**config.mk**
```make
export PLATFORM = sky130hd
export DESIGN_NAME = signed13_to_bcd_flat
export DESIGN_NICKNAME = d
export VERILOG_FILES = /design/src/rtl/signed13_to_bcd_pkg.sv /design/src/rtl/signed13_to_bcd_if.sv /design/src/rtl/signed13_to_bcd_dabble_digit.sv /design/src/rtl/signed13_to_bcd.sv /design/src/flat_wrapper.sv
export SDC_FILE = /design/constraint.sdc
export NUM_CORES = 1
export LEC_CHECK = 0
export BUFFER_PORTS_ARGS = -buffer_cell sky130_fd_sc_hd__clkbuf_2
export CAP_MARGIN = 15
export CORE_ASPECT_RATIO = 0.6
export CORE_MARGIN = 2
export CORE_UTILIZATION = 45
export CTS_CLUSTER_DIAMETER = 100
export DETAILED_ROUTE_END_ITERATION = 10
export HOLD_SLACK_MARGIN = 0.08
export PLACE_DENSITY = 0.69
export SYNTH_ARGS = -nofsm -noshare
export SYNTH_HDL_FRONTEND = slang
export SYNTH_SLANG_ARGS = --single-unit
```
**constraint.sdc**
```tcl
create_clock -name clk -period 1.7 [get_ports clk]
set_input_delay 0.17 -clock clk [delete_from_list [all_inputs] [get_ports clk]]
set_output_delay 0.17 -clock clk [all_outputs]
set_load 0.1 [all_outputs]
```
**src/rtl/signed13_to_bcd_pkg.sv**
```systemverilog
// Shared types and constants for the signed 13-bit to sign + BCD converter.
package signed13_to_bcd_pkg;

    localparam int unsigned DEF_WIDTH  = 13;
    localparam int unsigned DEF_DIGITS = 4;
    localparam int unsigned DEF_CNT_W  = 4;

    localparam logic [3:0] BCD_BLANK = 4'hF;
    localparam logic [3:0] BCD_ERR   = 4'hE;

    typedef enum logic [1:0] {
        IDLE  = 2'd0,
        ABS   = 2'd1,
        SHIFT = 2'd2,
        DONE  = 2'd3
    } state_t;

endpackage

```
**src/rtl/signed13_to_bcd_if.sv**
```systemverilog
// Start/busy/done handshake and result bus between a requester and the converter.
interface signed13_to_bcd_if
    import signed13_to_bcd_pkg::*;
#(
    parameter int unsigned WIDTH  = DEF_WIDTH,
    parameter int unsigned DIGITS = DEF_DIGITS
);

    logic                  start;
    logic [WIDTH-1:0]      value;
    logic                  ovf_in;
    logic                  busy;
    logic                  done;
    logic                  neg;
    logic                  err;
    logic [4*DIGITS-1:0]   bcd;

    modport master (
        output start, value, ovf_in,
        input  busy, done, neg, err, bcd
    );

    modport slave (
        input  start, value, ovf_in,
        output busy, done, neg, err, bcd
    );

endinterface

```
**src/rtl/signed13_to_bcd_dabble_digit.sv**
```systemverilog
// One BCD digit correction step of double dabble: add 3 when the digit is 5 or more.
module signed13_to_bcd_dabble_digit (
    input  logic [3:0] d,
    output logic [3:0] y_c
);

    assign y_c = (d >= 4'd5) ? d + 4'd3 : d;

endmodule

```
**src/rtl/signed13_to_bcd.sv**
```systemverilog
// Sequential two's-complement to sign + BCD converter (double dabble, one bit per clock).
// Optional LEADING_ZERO_BLANK_EN replaces leading zero digits above the ones digit with a blank code.
module signed13_to_bcd
    import signed13_to_bcd_pkg::*;
#(
    parameter int unsigned WIDTH  = DEF_WIDTH,
    parameter int unsigned DIGITS = DEF_DIGITS,
    parameter int unsigned CNT_W  = DEF_CNT_W
) (
    input  logic             clk,
    input  logic             rst_n,
    signed13_to_bcd_if.slave bus
);

    localparam int unsigned BCD_W = 4 * DIGITS;

    state_t             state;
    logic [WIDTH-1:0]   value_q;
    logic               ovf_q;
    logic               neg_q;
    logic [WIDTH-1:0]   mag;
    logic [CNT_W-1:0]   cnt;
    logic [BCD_W-1:0]   sr;
    logic [BCD_W-1:0]   adj_c;
    logic [BCD_W-1:0]   sr_next_c;
    logic [BCD_W-1:0]   result_c;

    logic               busy;
    logic               done;
    logic               neg;
    logic               err;
    logic [BCD_W-1:0]   bcd;

    for (genvar g = 0; g < int'(DIGITS); g++) begin : g_dig
        signed13_to_bcd_dabble_digit u_dig (
            .d   (sr[4*g +: 4]),
            .y_c (adj_c[4*g +: 4])
        );
    end

    // Adjusted digits shifted left, pulling in the next magnitude bit.
    assign sr_next_c = BCD_W'({adj_c, mag[WIDTH-1]});

    // Final display code, computed from the value the last shift produces.
    always_comb begin
`ifdef LEADING_ZERO_BLANK_EN
        logic lead;
        lead = 1'b1;
`endif
        result_c = sr_next_c;
        if (ovf_q) begin
            result_c = {DIGITS{BCD_ERR}};
        end
`ifdef LEADING_ZERO_BLANK_EN
        else begin
            for (int i = int'(DIGITS) - 1; i > 0; i--) begin
                if (lead && result_c[4*i +: 4] == 4'h0) begin
                    result_c[4*i +: 4] = BCD_BLANK;
                end else begin
                    lead = 1'b0;
                end
            end
        end
`endif
    end

    always_ff @(posedge clk) begin
        if (!rst_n) begin
            state   <= IDLE;
            value_q <= '0;
            ovf_q   <= 1'b0;
            neg_q   <= 1'b0;
            mag     <= '0;
            cnt     <= '0;
            sr      <= '0;
            busy    <= 1'b0;
            done    <= 1'b0;
            neg     <= 1'b0;
            err     <= 1'b0;
            bcd     <= '0;
        end else begin
            done <= 1'b0;
            case (state)
                IDLE: begin
                    if (bus.start) begin
                        value_q <= bus.value;
                        ovf_q   <= bus.ovf_in;
                        busy    <= 1'b1;
                        state   <= ABS;
                    end
                end
                ABS: begin
                    neg_q <= value_q[WIDTH-1];
                    mag   <= value_q[WIDTH-1] ? (~value_q + WIDTH'(1)) : value_q;
                    sr    <= '0;
                    cnt   <= '0;
                    state <= SHIFT;
                end
                SHIFT: begin
                    sr  <= sr_next_c;
                    mag <= {mag[WIDTH-2:0], 1'b0};
                    cnt <= cnt + CNT_W'(1);
                    if (cnt == CNT_W'(WIDTH - 1)) begin
                        state <= DONE;
                        busy  <= 1'b0;
                        done  <= 1'b1;
                        bcd   <= result_c;
                        neg   <= neg_q & ~ovf_q;
                        err   <= ovf_q;
                    end
                end
                DONE: begin
                    state <= IDLE;
                end
                default: begin
                    state <= IDLE;
                end
            endcase
        end
    end

    assign bus.busy = busy;
    assign bus.done = done;
    assign bus.neg  = neg;
    assign bus.err  = err;
    assign bus.bcd  = bcd;

endmodule

```
**src/flat_wrapper.sv**
```systemverilog
// flat-port wrapper written by rule: the top's interface ports become plain ports
module signed13_to_bcd_flat import signed13_to_bcd_pkg::*;
#(
    parameter int unsigned WIDTH  = DEF_WIDTH,
    parameter int unsigned DIGITS = DEF_DIGITS,
    parameter int unsigned CNT_W  = DEF_CNT_W
)
  (clk, rst_n, bus_start, bus_value, bus_ovf_in, bus_busy, bus_done, bus_neg, bus_err, bus_bcd);
  signed13_to_bcd_if #(.WIDTH(WIDTH), .DIGITS(DIGITS)) bus_i ();
  input  logic clk;
  input  logic rst_n;
  input wire logic [$bits(bus_i.start)-1:0] bus_start;
  input wire logic [$bits(bus_i.value)-1:0] bus_value;
  input wire logic [$bits(bus_i.ovf_in)-1:0] bus_ovf_in;
  output wire logic [$bits(bus_i.busy)-1:0] bus_busy;
  output wire logic [$bits(bus_i.done)-1:0] bus_done;
  output wire logic [$bits(bus_i.neg)-1:0] bus_neg;
  output wire logic [$bits(bus_i.err)-1:0] bus_err;
  output wire logic [$bits(bus_i.bcd)-1:0] bus_bcd;
  assign bus_i.start = bus_start;
  assign bus_i.value = bus_value;
  assign bus_i.ovf_in = bus_ovf_in;
  assign bus_busy = bus_i.busy;
  assign bus_done = bus_i.done;
  assign bus_neg = bus_i.neg;
  assign bus_err = bus_i.err;
  assign bus_bcd = bus_i.bcd;
  signed13_to_bcd #(.WIDTH(WIDTH), .DIGITS(DIGITS), .CNT_W(CNT_W)) u_core (.clk(clk), .rst_n(rst_n), .bus(bus_i));
endmodule
```
# == After elaboration in Yosys (flattened, before gate mapping) ==
# Index checks and enable logic that the tools add are counted.
# totals
inputBits,17
out_inout_bits,20
elab_cells,55
register_bits,70
# classes
bitwise,3
mux,16
magnitude_cmp,4
n_reduce_logical,8
n_addsub,6
n_eq_ne,6
# ops
operator,n
$pmux 16 s2,1
$pmux 13 s2,1
$ge 4x3->1 const B,4
$mux 16,1
$add 13x1->13 const B,1
$mux 13,1
$not 13->13,1
$add 4x2->4 const B,3
$mux 4,3
$pmux 2 s4,1
$pmux 4 s2,1
$reduce_and 2->1,4
$add 4x1->4 const B,1
$eq 2x2->1 const B,2
$eq 4x4->1 const B,1
$mux 2,2
$reduce_bool 2->1,2
$add 3x2->3 const B,1
$mux 1,3
$mux 3,1
$reduce_and 3->1,1
$eq 2x1->1 const B,1
$logic_not 2->1,1
$ne 2x1->1 const B,1
4 further kinds,4

# == Depth between registers and ports, before layout ==
# Gate-level depths: netlist of the first run.
# depth
depth_word,4
mapped_depth,8

# == Cells and area by module ==
# From an unflattened synthesis of the first run, not the netlist that was laid out.
# unflattened
cells_unflattened,450
area_unflattened_um2,3649.8
# by_module_without_submodules
module,area_per_inst_um2,cells_each,seq_area_each_um2,n_inst
signed13_to_bcd,3244.4,386,1401.3,1
signed13_to_bcd_dabble_digit,101.3,16,0.0,4

# == Worst setup path after synthesis of the first run ==
# No wires, ideal clock.
# synth_timing
path_kind,register to register
start,register u_core.state[0]
end,register u_core.mag[5]
setup_ns,0.070
period_less_slack_ns,1.680
t_required_ns,1.630
slack_ns,0.020
path_stages_with_launch,8
arrival_ns,1.610
cell_sequence,dfxtp_1 inv_1 ha_1 clkbuf_1 buf_2 buf_1 o31ai_1 a21oi_1
# synth_via
elab_chain_len,2
# synth_lines
item,line_no,text
start: declaration,signed13_to_bcd.sv:17,state_t state;
start signal: assignment,signed13_to_bcd.sv:69,state <= IDLE;
start signal: assignment,signed13_to_bcd.sv:89,state <= ABS;
start signal: assignment,signed13_to_bcd.sv:97,state <= SHIFT;
$eq 2x2->1 / $eq 2x1->1 (equally long branches),signed13_to_bcd.sv:83,case (state)
$pmux 13 s2 / $reduce_bool 2->1 (equally long branches),-,
end signal: assignment,signed13_to_bcd.sv:94,mag <= value_q[WIDTH-1] ? (~value_q + WIDTH'(1)) : value_q;
end signal: assignment,signed13_to_bcd.sv:101,"mag <= {mag[WIDTH-2:0], 1'b0};"
end: declaration,signed13_to_bcd.sv:21,logic [WIDTH-1:0] mag;
# Several ways; a longest one is shown, not always the timed one.
# A chain may end at the register's enable or synchronous reset.

# == Final worst setup path of the first run ==
# layout_timing
start,register u_core.state[0]
end,register u_core.mag[10]
# Same word-level chain as after synthesis.

==> run_results.csv, run 1 <==
group,metric,value,unit
drt,drc,0,
sta,setup-violations-final,0,
floorplanning,start_util,46.6,%
hold_path,hold-path-endpoint,"u_core.bus.busy",
floorplanning,die_area,8270,um2
pwr,p_per_area,1480,nW/um2
worst_setup_path,crit_family,"compound AO/OA/AOI/OAI gates",
logic_synthesis,synth_nets,440,
pwr,irDropWorstVdd,0.000849,V
logic_synthesis,synth_ff_type,"dfxtp_1",
grt,globalRouteOverflowTotal,0,
clock_network,numCtsBuffers,9,
floorplanning,pin_count,37,
placed_design,place_area,3790,um2
logic_synthesis,synth.area.top_cells,"dfxtp_1 41%, a21oi_1 7.8%, nand2_1 5.5%",
sta,clock_skew,0.00353,ns
logic_synthesis,synth_most_common_cell,"dfxtp_1",
sta,fin_crit,1.66,ns
clock_network,cts_root_buf,"clkbuf_16",
clock_network,clockBufferDepth,2,
grt,grt_max_degree,25,
sta,rsz0062_at_grt,"true",
logic_synthesis,netlist_area,3390,um2
placed_design,numPortBuffers,36,
floorplanning,die_y,71.2,um
hold_path,min_delay_path_depth,5,
worst_setup_path,criticalPathCategory,"flop to flop",
clock_network,cts_tree,"built",
worst_setup_path,reg2reg_setup_slack,0.04,ns
clock_network,clkSinkCount,70,
worst_setup_path,timing.rr.end,"u_core.mag[10]",
cells_and_area,utilization,59.8,%
grt,first_global_vias,2839,
worst_setup_path,crit_fanout,13,
worst_setup_path,startpoint_type,"flop",
cells_and_area,layout.cells.non_filler,576,
worst_setup_path,slowest_delay,0.31,ns
logic_synthesis,synth-edff-count,0,
pwr,power.total,0.00642,W
run_status,status,"complete, no violations",
worst_setup_path,crit_required,1.92,ns
logic_synthesis,synthCells,409,
clock_network,cts-htree-levels,3,
placed_design,place_inst,546,
logic_synthesis,yosysSeqAreaShare,41.3,%
sta,max-slew-margin-rel,63.9,%
grt,grt_usage,21.7,%
drt,via_count,3088,
logic_synthesis,synthTopCellsByCount,"70 x dfxtp_1, 53 x a21oi_1, 50 x nand2_1",
cells_and_area,num_antenna_cells,0,
sta,min_period_over_period,97.5,%
logic_synthesis,synth_top_cell_by_area,"dfxtp_1",
worst_setup_path,path_cells,"inv_1 > ha_2 > buf_4 > nand2b_1 > nor3_2 > a221oi_2 > a21oi_1",
cells_and_area,nNetsFinal,498,
worst_setup_path,reg2reg_depth,7,
logic_synthesis,ys_warn_count,0,
grt,grt_antenna_before_repair,0,
worst_setup_path,rr_startpoint,"u_core.state[0]",
sta,final_max_slew_viol_count,0,
sta,worst_slack,0.0432,ns
floorplanning,die-width,116,um
cells_and_area,drive_above_1_share,19.9,%
pwr,leakage,1.68,nW
clock_network,postCtsSetupRepairBufs,0,
logic_synthesis,synth_top_area_share,41.3,%
placed_design,dp_hpwl,5.90,mm
sta,fmax,604,MHz
worst_setup_path,crit_path_end_kind,"flop",
clock_network,cts.clk_slew.worst_paths,0.06,ns
drt,drt-vias-per-instance,5.36,
logic_synthesis,yosysUniqueCellTypes,55,
logic_synthesis,avgSynthCellArea,8.29,um2
logic_synthesis,async_flop_share,0,%
job,max_cap_viol_count,0,
hold_path,hp-start,"bus_start",
worst_setup_path,crit_path_top_delay_cell,"dfxtp_1",
sta,tightest_slew,0.544,ns
placed_design,pre_cts_slack,0.00359,ns
drt,drt_pre_antenna_iters,4,
sta,hold_viol,0,
worst_setup_path,crit_arrival,1.88,ns
logic_synthesis,ys_seq_elements,70,
placed_design,globalplace.congestion,0.880,
cells_and_area,syn_to_final_growth,28.2,%
grt,grt_pass1_wl,13.9,mm
drt,wirelength,8.36,mm
worst_setup_path,critPathBufInv,2,
drt,drt_iter0_markers,208,
clock_network,worstSkewPairLatency,0.33,ns
drt,ant_nets,0,
floorplanning,rows,24,
floorplanning,core,7270,um2
hold_path,hp-class,"input pin to flop",
drt,detail_route.wl_per_cell,14.5,um
cells_and_area,finish.instance_area,4350,um2
## cells in the final DEF (no fill, tap or decap), drive strengths merged, types with 5 or more instances in the layout
cell	Yosys	layout
a21oi	53	53
a31oi	6	6
and2	5	5
and3	6	6
buf	8	20
clkbuf	15	46
dfxtp	70	70
dlygate4sd3	0	14
ha	14	14
inv	22	22
mux2	5	5
mux2i	5	5
nand2	50	50
nand2b	7	7
nand3	14	14
nor2	20	20
nor2b	6	6
nor3	10	10
nor3b	8	8
o21a	6	6
o21ai	30	30
xnor2	6	6
## where the power goes
group / total, W / switching (W) / internal [W]
sequential: 0.00196 / 0.000138 / 0.00182
clock: 0.00232 / 0.000706 / 0.00162
combinational: 0.00214 / 0.00127 / 0.000861
## per-layer routing
| layer | part of all wire [%] | track usage, % |
|---|---|---|
| met5 | 0 | 0 |
| met4 | 0.87 | 6.61 |
| met3 | 5.1 | 6.60 |
| met2 | 42 | 30.8 |
| met1 | 52 | 31.9 |
## how the worst max path moves through the flow
stage               slack, ns  cells past startpoint             end             from
global placement         0.06                      7  u_core.mag[11]  u_core.state[1]
CTS                     0.002                      7  u_core.mag[11]  u_core.state[1]
detailed placement      0.004                      7  u_core.mag[11]  u_core.state[1]
global route            -0.05                      7  u_core.mag[10]  u_core.state[0]
finish                   0.04                      7  u_core.mag[10]  u_core.state[0]
floorplan                0.02                      7   u_core.mag[5]  u_core.state[0]
## flip-flops by register name, summed over array words and instances (netlist names)
signal and count:
u_core.bus.neg 1, u_core.state 2, u_core.value_q 13, u_core.bus.bcd 16, u_core.bus.done 1, u_core.cnt 4, u_core.bus.err 1, u_core.mag 13
u_core.ovf_q 1, u_core.neg_q 1, u_core.sr 16, u_core.bus.busy 1
## cell type report
cell class              count  area, um2
inverters                  22       82.6
multi-input cells         294       1850
fillers                   673       2920
clock buffers              10        239
clock inverters             6        133
well taps                 104        130
flip-flops and latches     70       1400
repair buffers             70        508
## worst register-to-register path: stages (launching register included)
cell,delay [ns]
dfxtp_1,0.31
inv_1,0.12
ha_2,0.25
buf_4,0.22
nand2b_1,0.19
nor3_2,0.08
a221oi_2,0.28
a21oi_1,0.09
## what timing repair did
action	in CTS	in global routing
gates cloned	0	0
resized for setup	1	12
endpoints found under the hold margin	14	0
hold buffers	14	0
endpoints found under the setup margin	1	30
pin swaps	0	1
## stage by stage
| stage | setup TNS, ns | hold slack [ns] |
|---|---|---|
| final | 0 | 0.263 |
| after global routing | -0.0851 | 0.301 |
| after CTS | 0 | 0.259 |
| after detailed placement | 0 | 0.401 |
| after global placement | 0 | 0.394 |
| after floorplan | 0 | 0.306 |
## kinds of logic after synthesis
kind of cell	after synthesis	share of synthesized area [%]
buffers and inverters	45	5.39
multiplexers	10	3.14
flip-flops	70	41.3
AO/OA/AOI/OAI	122	21.9
adder cells (fa/ha/maj)	14	5.17
XOR/XNOR	8	2.07
AND/OR/NAND/NOR	140	21.0
(Power assumes the default switching activity.)
==> inputs of run 2 (changes only) <==
- ABC_AREA: not set -> 1
- CORE_UTILIZATION: 45 -> 27
- PLACE_DENSITY: 0.69 -> 0.47
- REMOVE_ABC_BUFFERS: not set -> 1
==> run_results.csv, run 2 <==
group,metric,value,unit
logic_synthesis,synthCells,451,
drt,detail_route.wl_per_cell,12.8,um
worst_setup_path,crit_path_end_kind,"flop",
sta,setup-violations-final,0,
cells_and_area,num_antenna_cells,0,
worst_setup_path,crit_arrival,1.78,ns
drt,drt_pre_antenna_iters,7,
sta,hold_viol,0,
logic_synthesis,yosysSeqAreaShare,42.2,%
placed_design,dp_hpwl,6.20,mm
cells_and_area,final_cell_mix,"95 x nand2_1, 70 x dfxtp_1, 57 x a21oi_1, 53 x inv_1, 38 x o21ai_0",
logic_synthesis,ys_warn_count,0,
floorplanning,die_area,13200,um2
grt,grt_antenna_before_repair,0,
logic_synthesis,synthTopCellsByCount,"95 x nand2_1, 70 x dfxtp_1, 57 x a21oi_1",
worst_setup_path,crit_fanout,11,
drt,via_count,3049,
logic_synthesis,synthSimpleGateAreaFrac,21.7,%
logic_synthesis,synth_top_family_by_area,"simple AND/OR/NAND/NOR gates",
logic_synthesis,synthAdderAreaFrac,5.28,%
run_status,status,"complete, no violations",
worst_setup_path,startpoint_type,"flop",
clock_network,hold_buffers,0,
clock_network,cts-htree-levels,3,
logic_synthesis,synth-edff-count,0,
pwr,irDropWorstVdd,0.000612,V
sta,clock_skew,0.00671,ns
floorplanning,start_util,27.6,%
logic_synthesis,avgSynthCellArea,7.36,um2
sta,rsz0062_at_grt,"false",
clock_network,cts.clk_slew.worst_paths,0.06,ns
hold_path,hp-class,"input pin to flop",
worst_setup_path,crit_required,1.96,ns
cells_and_area,final_common_cell,"nand2_1",
cells_and_area,multi_input_area,1630,um2
floorplanning,core,12000,um2
logic_synthesis,yosysUniqueCellTypes,35,
hold_path,hold-path-endpoint,"u_core.value_q[2]",
drt,drc,0,
hold_path,hp-start,"bus_value[2]",
worst_setup_path,reg2reg_depth,6,
sta,fin_tns_setup,0,ns
placed_design,globalplace.congestion,0.802,
sta,tightest_slew,0.547,ns
drt,drt-vias-per-instance,4.58,
drt,ant_nets,0,
grt,grt_usage,13.4,%
floorplanning,die_y,89.9,um
floorplanning,rows,31,
logic_synthesis,synth.area.top_cells,"dfxtp_1 42%, nand2_1 11%, a21oi_1 8.6%",
clock_network,cts_tree,"built",
clock_network,worstSkewPairLatency,0.33,ns
logic_synthesis,synth_mux_area_share,0,%
worst_setup_path,criticalPathCategory,"flop to flop",
logic_synthesis,synth_xor_area_share,1.06,%
grt,globalRouteOverflowTotal,0,
sta,fmax,658,MHz
worst_setup_path,reg2reg_setup_slack,0.18,ns
floorplanning,die-width,147,um
cells_and_area,nNetsFinal,527,
placed_design,numPortBuffers,36,
grt,first_global_vias,2804,
sta,fin_crit,1.52,ns
logic_synthesis,async_flop_share,0,%
grt,grt_pass1_wl,14.0,mm
clock_network,cts_root_buf,"clkbuf_16",
logic_synthesis,synth_most_common_cell,"nand2_1",
logic_synthesis,synth_compound_area_share,21.0,%
sta,final_max_slew_viol_count,0,
worst_setup_path,timing.rr.end,"u_core.mag[1]",
job,max_cap_viol_count,0,
drt,drt_iter0_markers,204,
cells_and_area,fill_cells,1333,
cells_and_area,syn_to_final_growth,22.1,%
logic_synthesis,ys_seq_elements,70,
clock_network,clockBufferDepth,2,
cells_and_area,seq_area,1400,um2
logic_synthesis,synth_top_area_share,42.2,%
hold_path,min_delay_path_depth,3,
placed_design,pre_cts_slack,0.0902,ns
worst_setup_path,rr_startpoint,"u_core.state[1]",
sta,worst_slack,0.181,ns
clock_network,numCtsBuffers,9,
sta,min_period_over_period,89.3,%
grt,grt_max_degree,37,
cells_and_area,drive_above_1_share,17.4,%
drt,wirelength,8.54,mm
clock_network,clkSinkCount,70,
floorplanning,pin_count,37,
logic_synthesis,netlist_area,3320,um2
logic_synthesis,synth_top_cell_by_area,"dfxtp_1",
pwr,p_per_area,1380,nW/um2
pwr,leakage,1.64,nW
sta,max-slew-margin-rel,63.1,%
logic_synthesis,synth_ff_type,"dfxtp_1",
cells_and_area,top_regs,"u_core.bus.bcd (16), u_core.sr (16)",
run 2: logic make-up after synthesis:
family                     count (synthesis)
AOI/OAI and AO/OA                        123
xor gates and xnor gates                   4
adders and majority gates                 14
buffers and inverters                     73
DFF                                       70
and+or+nand+nor                          167
run 2: per-layer routing:
layer,GRT usage [%],up-vias,part of all wire (%)
li1,-,1579,-
met5,0,-,0
met2,18.0,63,40
met3,3.50,11,5.5
met1,20.4,1396,53
met4,4.81,0,1.4
run 2: worst max-delay path by stage:
| stage | startpoint | endpoint | slack, ns |
|---|---|---|---|
| after floorplan | u_core.state[1] | u_core.mag[5] | 0.07 |
| after global placement | u_core.state[0] | u_core.mag[12] | 0.16 |
| after detailed placement | u_core.state[0] | u_core.mag[12] | 0.09 |
| after CTS | u_core.state[0] | u_core.mag[12] | 0.06 |
| after global routing | u_core.state[0] | u_core.mag[12] | 0.001 |
| final | u_core.state[1] | u_core.mag[1] | 0.18 |
run 2: stage by stage:
stage	hold WS, ns	total power (W)	instances	cell area (um2)	util [%]
finish	0.0924	0.00561	666	4050	33.7
global route	0.123	0.00598	666	4050	33.7
CTS	0.0859	0.00564	663	4020	33.5
detailed placement	0.434	0.00380	647	3740	31.1
global placement	0.419	0.00379	647	3740	31.1
floorplan	0.268	0.00312	435	3250	-
run 2: cell type report:
type / instances / area share [%]
Inverter: 57 / 5.40
Clock buffer: 11 / 5.74
Timing Repair Buffer: 50 / 7.65
Sequential cell: 70 / 34.6
Tap cell: 165 / 5.09
Clock inverter: 5 / 1.23
Multi-Input combinational cell: 308 / 40.3
run 2: worst max-delay path: stages (launching register included):
cell      delay (ns)
dfxtp_1         0.34
inv_1           0.07
ha_2            0.38
nand2_2         0.10
inv_1           0.27
o211ai_1        0.14
a31oi_1         0.14
run 2: where the power goes:
group	internal [W]	switching [W]
Sequential	0.00187	0.000135
Combinational	0.000620	0.00116
Clock	0.00113	0.000702
run 2: timing repair:
| item | in CTS | in global routing |
|---|---|---|
| hold endpoints to repair | 0 | 0 |
| gates resized for setup | 0 | 3 |
| setup endpoints to repair | 0 | 14 |
| buffers inserted | 0 | 3 |
==> inputs of run 3 (changes only) <==
- MAX_ROUTING_LAYER: not set -> met4
==> run_results.csv, run 3 (synthesis gave the netlist of run 2 again) <==
group,metric,value,unit
run_status,status,"complete, no violations",
cells_and_area,top_regs,"u_core.bus.bcd (16), u_core.sr (16)",
worst_setup_path,rr_startpoint,"u_core.state[1]",
grt,grt_max_degree,37,
hold_path,hp-class,"input pin to flop",
drt,detail_route.wl_per_cell,12.8,um
grt,first_global_vias,2803,
floorplanning,core,12000,um2
floorplanning,start_util,27.6,%
placed_design,globalplace.congestion,0.813,
clock_network,cts.clk_slew.worst_paths,0.05,ns
clock_network,numCtsBuffers,9,
sta,hold_viol,0,
sta,max-slew-margin-rel,62.1,%
pwr,leakage,1.64,nW
floorplanning,pin_count,37,
pwr,p_per_area,1380,nW/um2
clock_network,clockBufferDepth,2,
clock_network,worstSkewPairLatency,0.33,ns
grt,globalRouteOverflowTotal,0,
clock_network,cts_root_buf,"clkbuf_16",
sta,rsz0062_at_grt,"false",
drt,via_count,3050,
floorplanning,die-width,147,um
worst_setup_path,crit_required,1.96,ns
floorplanning,rows,31,
cells_and_area,drive_above_1_share,17.4,%
sta,tightest_slew,0.571,ns
worst_setup_path,startpoint_type,"flop",
drt,ant_nets,0,
drt,drt_pre_antenna_iters,7,
clock_network,clkSinkCount,70,
clock_network,cts-htree-levels,3,
grt,grt_usage,13.8,%
placed_design,pre_cts_slack,0.0902,ns
sta,final_max_slew_viol_count,0,
drt,drt_iter0_markers,198,
sta,setup-violations-final,0,
cells_and_area,num_antenna_cells,0,
cells_and_area,final_common_cell,"nand2_1",
cells_and_area,fill_cells,1333,
placed_design,numPortBuffers,36,
placed_design,place_area,3740,um2
cells_and_area,layout.cells.non_filler,666,
worst_setup_path,startpoint,"u_core.state[1]",
worst_setup_path,endpoint,"u_core.sr[2]",
floorplanning,die_y,89.9,um
worst_setup_path,timing.rr.end,"u_core.sr[2]",
drt,wirelength,8.56,mm
worst_setup_path,reg2reg_setup_slack,0.18,ns
floorplanning,die_area,13200,um2
worst_setup_path,crit_fanout,10,
clock_network,cts_tree,"built",
worst_setup_path,reg2reg_depth,7,
cells_and_area,nNetsFinal,527,
clock_network,hold_buffers,0,
worst_setup_path,criticalPathCategory,"flop to flop",
sta,worst_slack,0.179,ns
drt,drt-vias-per-instance,4.58,
sta,min_period_over_period,89.4,%
sta,fin_tns_setup,0,ns
cells_and_area,finish.instance_area,4050,um2
placed_design,dp_hpwl,6.20,mm
cells_and_area,final_cell_mix,"95 x nand2_1, 70 x dfxtp_1, 57 x a21oi_1, 53 x inv_1, 38 x o21ai_0",
grt,grt_pass1_wl,14.0,mm
sta,clock_skew,0.00657,ns
pwr,irDropWorstVdd,0.000610,V
worst_setup_path,crit_arrival,1.78,ns
job,max_cap_viol_count,0,
drt,drc,0,
cells_and_area,syn_to_final_growth,22.1,%
sta,fin_crit,1.52,ns
grt,grt_antenna_before_repair,0,
placed_design,place_inst,647,
sta,fmax,658,MHz
worst_setup_path,crit_path_end_kind,"flop",
-- run 3: area by class of cell --
type	count	area (um2)	area share [%]
multi-input combinational	308	1630	40.3
clock buffer	11	233	5.74
clock inverter	5	50.0	1.23
tap	165	206	5.09
inverter	57	219	5.40
sequential	70	1400	34.6
timing repair buffer	50	310	7.65
-- run 3: power breakdown --
part,leakage [nW],switching (W),internal [W]
Sequential,0.569,0.000135,0.00187
Combinational,0.929,0.00116,0.000620
Clock,0.143,0.000702,0.00113
Total,1.64,0.00199,0.00361
-- run 3: critical path, stage by stage, from the launching register on --
cell and delay [ns]:
dfxtp_1 0.34, inv_1 0.07, ha_2 0.38, nand2_2 0.07
inv_2 0.17, buf_4 0.19, o211ai_1 0.10, a21oi_1 0.13
-- run 3: worst min path at each step --
stage                         to  cells past startpoint         start
2_1_floorplan     u_core.mag[11]                      2         rst_n
3_3_place_gp   u_core.value_q[2]                      3  bus_value[2]
3_5_place_dp   u_core.value_q[5]                      3  bus_value[5]
4_1_cts        u_core.value_q[5]                      3  bus_value[5]
5_1_grt        u_core.value_q[2]                      3  bus_value[2]
6_report       u_core.value_q[2]                      3  bus_value[2]
-- run 3: repair_timing --
action | in CTS | in global routing
setup buffers | 0 | 3
setup endpoints to repair | 0 | 14
gates resized for setup | 0 | 3
endpoints found under the hold margin | 0 | 0
-- run 3: through the flow --
step | util (%) | hold WS [ns] | total power (W)
after detailed placement | 31.1 | 0.434 | 0.00380
after floorplan | - | 0.268 | 0.00312
after global placement | 31.1 | 0.419 | 0.00379
after global routing | 33.7 | 0.123 | 0.00598
final | 33.7 | 0.0933 | 0.00561
after CTS | 33.5 | 0.0859 | 0.00564
-- run 3: routing by layer --
metal	share of wire, %	global-route usage [%]	wire, um
met1	54	20.6	4640
met2	40	17.9	3430
met3	4.4	3.35	378
met4	1.2	4.81	105
met5	0	-	0
